===== src/rtl/irq_pkg.sv =====
// Shared types for the interrupt front end and the 4-to-2 priority encoder wrapper.
package irq_pkg;

  localparam int IRQ_LINES = 4;

  typedef logic [1:0] irq_idx_t;
  typedef logic [3:0] irq_vec_t;

  // Turns an acknowledged index into the single bit it is allowed to clear.
  function automatic irq_vec_t idx_onehot(input irq_idx_t idx);
    return irq_vec_t'(1) << idx;
  endfunction

endpackage


===== src/rtl/irq_debounce.sv =====
// One request line: two-flop synchronizer, debounce counter and rising-edge detect.
module irq_debounce #(
  parameter int DEBOUNCE_CYCLES = 4,
  parameter int CNT_W           = $clog2(DEBOUNCE_CYCLES + 1)
) (
  input  logic clk,
  input  logic rst,
  input  logic req_i,
  output logic rise_o
);

  localparam logic [CNT_W-1:0] CNT_MAX = CNT_W'(DEBOUNCE_CYCLES - 1);

  logic             s1_q;
  logic             s2_q;
  logic             db_q;
  logic             db_d;
  logic             dbPrev_q;
  logic [CNT_W-1:0] cnt_q;
  logic [CNT_W-1:0] cnt_d;

  // A new level is accepted only after it has been seen on every one of the last N samples.
  always_comb begin
    db_d  = db_q;
    cnt_d = cnt_q;
    if (s2_q == db_q) begin
      cnt_d = '0;
    end else if (cnt_q == CNT_MAX) begin
      db_d  = s2_q;
      cnt_d = '0;
    end else begin
      cnt_d = cnt_q + CNT_W'(1);
    end
  end

  always_ff @(posedge clk or posedge rst) begin
    if (rst) begin
      s1_q     <= 1'b0;
      s2_q     <= 1'b0;
      db_q     <= 1'b0;
      dbPrev_q <= 1'b0;
      cnt_q    <= '0;
    end else begin
      s1_q     <= req_i;
      s2_q     <= s1_q;
      db_q     <= db_d;
      dbPrev_q <= db_q;
      cnt_q    <= cnt_d;
    end
  end

  assign rise_o = db_q & ~dbPrev_q;

endmodule


===== src/rtl/irq_pending_latch.sv =====
// Sticky pending latch feeding the priority encoder, with per-line overrun flags.
module irq_pending_latch
  import irq_pkg::*;
#(
  parameter int DEBOUNCE_CYCLES = 4,
  parameter int CNT_W           = $clog2(DEBOUNCE_CYCLES + 1)
) (
  input  logic     clk,
  input  logic     rst,
  input  irq_vec_t req_in,
  input  irq_vec_t mask,
  input  logic     ack,
  input  irq_idx_t ack_idx,
  output irq_vec_t pending,
  output logic     any_pending,
  output irq_vec_t overrun
);

  irq_vec_t rise;
  irq_vec_t clr;
  irq_vec_t latched_q;
  irq_vec_t latched_d;
  irq_vec_t overrun_q;
  irq_vec_t overrun_d;

  for (genvar g = 0; g < IRQ_LINES; g++) begin : g_line
    irq_debounce #(
      .DEBOUNCE_CYCLES(DEBOUNCE_CYCLES),
      .CNT_W          (CNT_W)
    ) u_debounce (
      .clk   (clk),
      .rst   (rst),
      .req_i (req_in[g]),
      .rise_o(rise[g])
    );
  end

  // A rise beats a same-cycle ack so the new event survives; it only counts as lost
  // when the bit was already pending and nobody is draining it this cycle.
  always_comb begin
    latched_d = latched_q;
    overrun_d = overrun_q;
    clr       = ack ? idx_onehot(ack_idx) : '0;
    for (int i = 0; i < IRQ_LINES; i++) begin
      if (rise[i]) begin
        latched_d[i] = 1'b1;
        if (latched_q[i] && !clr[i]) begin
          overrun_d[i] = 1'b1;
        end
      end else if (clr[i]) begin
        latched_d[i] = 1'b0;
        overrun_d[i] = 1'b0;
      end
    end
  end

  always_ff @(posedge clk or posedge rst) begin
    if (rst) begin
      latched_q <= '0;
      overrun_q <= '0;
    end else begin
      latched_q <= latched_d;
      overrun_q <= overrun_d;
    end
  end

  assign pending     = latched_q & mask;
  assign any_pending = |pending;
  assign overrun     = overrun_q;

endmodule


===== config.mk =====
export PLATFORM = sky130hd
export DESIGN_NAME = irq_pending_latch
export DESIGN_NICKNAME = d
export VERILOG_FILES = /design/src/rtl/irq_pkg.sv /design/src/rtl/irq_debounce.sv /design/src/rtl/irq_pending_latch.sv
export SDC_FILE = /design/constraint.sdc
export NUM_CORES = 1
export LEC_CHECK = 0
export BUFFER_PORTS_ARGS = -buffer_cell sky130_fd_sc_hd__buf_2
export CAP_MARGIN = 20
export CORE_MARGIN = 1
export CORE_UTILIZATION = 35
export DETAILED_ROUTE_END_ITERATION = 12
export GPL_TIMING_DRIVEN = 1
export SLEW_MARGIN = 20
export SYNTH_ARGS = -nofsm -noshare
export SYNTH_HDL_FRONTEND = slang
export SYNTH_HIERARCHICAL = 1
export SYNTH_SLANG_ARGS = --single-unit

===== constraint.sdc =====
create_clock -name clk -period 1.77 [get_ports clk]
set_input_delay 0.354 -clock clk [delete_from_list [all_inputs] [get_ports clk]]
set_output_delay 0.354 -clock clk [all_outputs]
set_load 0.05 [all_outputs]

==> flow_summary_export.csv <==
group,metric,value,unit
finish,nNetsFinal,148,
finish,fillCellCount,332,
logic_synthesis,ys.warnings.count,6,
logic_synthesis,ys_top_cells_by_area,"dfrtp_1 63%, nor2b_4 3.9%, ha_1 3.5%, nor3b_2 3.5%, mux2_2 3.2%",
placement,place_congestion,0.6904,
critical_path,r2r_cells,3,
sta,holdWs,49.35,ps
placement,io_buffers,21,
placement,hpwl,1635,µm
die,row_count,22,
clock_tree,hold_buffers,0,
logic_synthesis,yosysTopAreaCell,"dfrtp_1",
critical_path,r2r_end,"g_line[3].u_debounce/db_q$_DFFE_PP0P_",
logic_synthesis,synth-seq-cells,36,
logic_synthesis,synth_nets,117,
grt,antenna_found_initial,0,
die,dieArea,4327,µm²
clock_tree,cts_buffers,5,
run,drv_cap,0,
drt,ant_nets,0,
clock_tree,cts_num_sinks,36,
sta,fin_skew,3.267,ps
placement,dp_slack,83.91,ps
min_path,hold_class,"primary input to async pin",
finish,antennaDiodeCount,0,
drt,vias,840,
critical_path,cp_data_arrival_time,1490,ps
die,die_h,65.78,µm
die,die_w,65.78,µm
grt,busiest_layer,"met2",
drt,avgViaCountPerCell,4.667,
placement,dp.cells,169,
finish,stdcell_count,180,
clock_tree,cts.path.max_buffers,2,
grt,track_usage,10.99,%
logic_synthesis,syn_area_per_cell,14.24,µm²
grt,grt_overflow,0,
clock_tree,path_clk_slew,60,ps
sta,min_period,1848,ps
drt,wl_per_cell,11.63,µm
finish,syn_to_final_growth,20.39,%
critical_path,crit_path_max_fanout,2,
critical_path,r2r-start,"g_line[3].u_debounce/cnt_q[0]$_DFF_PP0_",
sta,relSlewSlack,78.57,%
grt,grt_pass1_wl,3415,µm
sta,worst_pin_slew,321.1,ps
sta,rsz0062_at_grt,"true",
sta,fmax,541.0,MHz
grt,grt_pass1_vias,812,
drt,drtIter0Drc,23,
logic_synthesis,ys_types,27,
logic_synthesis,synth_top_area_share,63.27,%
finish,final_cell_area,1714,µm²
placement,dpl_cell_area,1589,µm²
sta,finalCritPeriodShare,104.4,%
die,initial_core_util,37.76,%
logic_synthesis,synth_cells,100,
grt,grt_max_degree,11,
critical_path,required,1420,ps
power_and_ir_drop,power.leakage,0.8187,nW
clock_tree,insertion_delay,270,ps
clock_tree,cts_root_buffer,"clkbuf_8",
status,violations,"negative setup slack",
finish,drive_above_1_share,34.85,%
sta,finalMaxSlewViolations,0,
power_and_ir_drop,finalPower,2.779,mW
sta,setup_slack,-78.47,ps
logic_synthesis,ys_seq_area_share,63.27,%
grt,use_met2,17.73,%
critical_path,reg2reg_setup_slack,600,ps
critical_path,critPathKind,"flop to output port",
die,io_pins,22,
sta,hold_violations,0,
clock_tree,cts_tree,"yes",
critical_path,worstSetupEndpointType,"output port",
drt,drt_pre_antenna_iters,2,
sta,setup_violations,1,
clock_tree,cts_max_level,2,
drt,routed_wl,2093,µm
power_and_ir_drop,irDropWorstVdd,0.7910,mV
grt,use_met3,4.655,%
power_and_ir_drop,power_density,1621,nW/µm²
logic_synthesis,synthesis.area,1424,µm²
status,outcome,"finished, violations left",
critical_path,startpoint_type,"flop",
die,coreArea,3771,µm²
drt,drc_errors,0,
grt,grt_util_met1,12.26,%
[registers in the layout, indices dropped and copies added (netlist names)]
register,flops
g_line.u_debounce/dbPrev_q,4
latched_q,4
g_line.u_debounce/cnt_q,12
g_line.u_debounce/s2_q,4
g_line.u_debounce/s1_q,4
overrun,4
g_line.u_debounce/db_q,4
[metrics by stage]
step                setup TNS (ps)  util [%]
finish                      -78.47     45.45
global route                -114.9     45.45
CTS                         -86.54     45.26
detailed placement               0     42.14
global placement                 0     42.14
floorplan                        0         -
[worst max path at each step]
stage                   to                     start  slack [ps]
2_1_floorplan  any_pending  latched_q[3]$_DFFE_PP0P_          30
3_3_place_gp   any_pending                   mask[3]         100
3_5_place_dp   any_pending                   mask[3]          80
4_1_cts        any_pending  latched_q[3]$_DFFE_PP0P_         -90
5_1_grt        any_pending  latched_q[3]$_DFFE_PP0P_        -110
6_report       any_pending  latched_q[3]$_DFFE_PP0P_         -80
[layer usage]
layer	routed length, µm	vias up
li1	-	406
met1	906	411
met2	1009	20
met3	155	3
met4	21	0
met5	0	-
[cell usage after synthesis (all sizes together)]
| master | number |
|---|---|
| nor2b | 8 |
| ha | 4 |
| nor4bb | 2 |
| o21bai | 2 |
| dfrtp | 36 |
| a21o | 3 |
| nor3 | 4 |
| xnor2 | 4 |
| nand4b | 1 |
| nand3b | 1 |
| and3b | 1 |
| o2bb2ai | 2 |
| o22ai | 1 |
| a22o | 1 |
| mux2 | 4 |
| and2 | 4 |
| o21ai | 1 |
| inv | 8 |
| nor3b | 8 |
| or3b | 1 |
| and3 | 1 |
| nand2 | 2 |
| or4 | 1 |
[worst max-delay path, stage by stage (launching register included)]
cell and delay, ps:
dfrtp_1 380, and2_4 140, or4_4 530, buf_8 160
[what timing repair did]
item	CTS	global route
hold endpoints to repair	0	0
resized for setup	4	0
setup buffers	2	1
setup endpoints to repair	1	1
pin swaps	2	0
[layout make-up]
type | instances | area (µm²) | share of cell area (%)
Sequential cell | 36 | 900.9 | 52.55
Multi-Input combinational cell | 56 | 495.5 | 28.91
Timing Repair Buffer | 24 | 137.6 | 8.029
Clock buffer | 8 | 90.09 | 5.255
Tap cell | 48 | 60.06 | 3.504
Inverter | 8 | 30.03 | 1.752
[logic make-up (layout without fill, tap and decap cells)]
group | Yosys count | count (layout) | share of synthesized area (%)
adder cells (fa/ha/maj) | 4 | 4 | 3.515
AO/OA/AOI/OAI | 10 | 10 | 5.360
buffers and inverters | 8 | 40 | 2.109
flip-flops | 36 | 36 | 63.27
AND/OR/NAND/NOR | 34 | 34 | 20.12
XOR/XNOR | 4 | 4 | 2.460
multiplexers | 4 | 4 | 3.163
[report_power, final]
group	switching, mW	internal, mW	total [mW]
Combinational	0.543	0.432	0.974
Clock	0.254	0.317	0.571
Sequential	0.150	1.08	1.23
[placed cells by master, fill, tap and decap left out]
master / Yosys / layout
and2_4: 1 / 2
nand4b_1: 1 / 1
a22o_1: 1 / 1
and3b_1: 1 / 1
buf_4: 0 / 3
o21bai_1: 2 / 2
xnor2_1: 4 / 4
inv_1: 8 / 8
a21o_1: 2 / 2
o21ai_0: 1 / 1
nand2_1: 2 / 2
or4_4: 1 / 1
o2bb2ai_1: 2 / 2
clkbuf_8: 0 / 6
buf_2: 0 / 20
or3b_1: 1 / 1
nor2b_4: 4 / 4
clkbuf_1: 0 / 2
and3_1: 1 / 1
and2_1: 3 / 2
mux2_2: 4 / 4
nor3b_2: 4 / 4
nand3b_1: 1 / 1
ha_1: 4 / 4
nor2b_1: 4 / 4
a21o_2: 1 / 1
nor3_1: 4 / 4
nor3b_1: 4 / 4
dfrtp_1: 36 / 36
nor4bb_1: 2 / 2
buf_8: 0 / 1
o22ai_1: 1 / 1
Note: power is estimated with default switching activity, not from simulation.
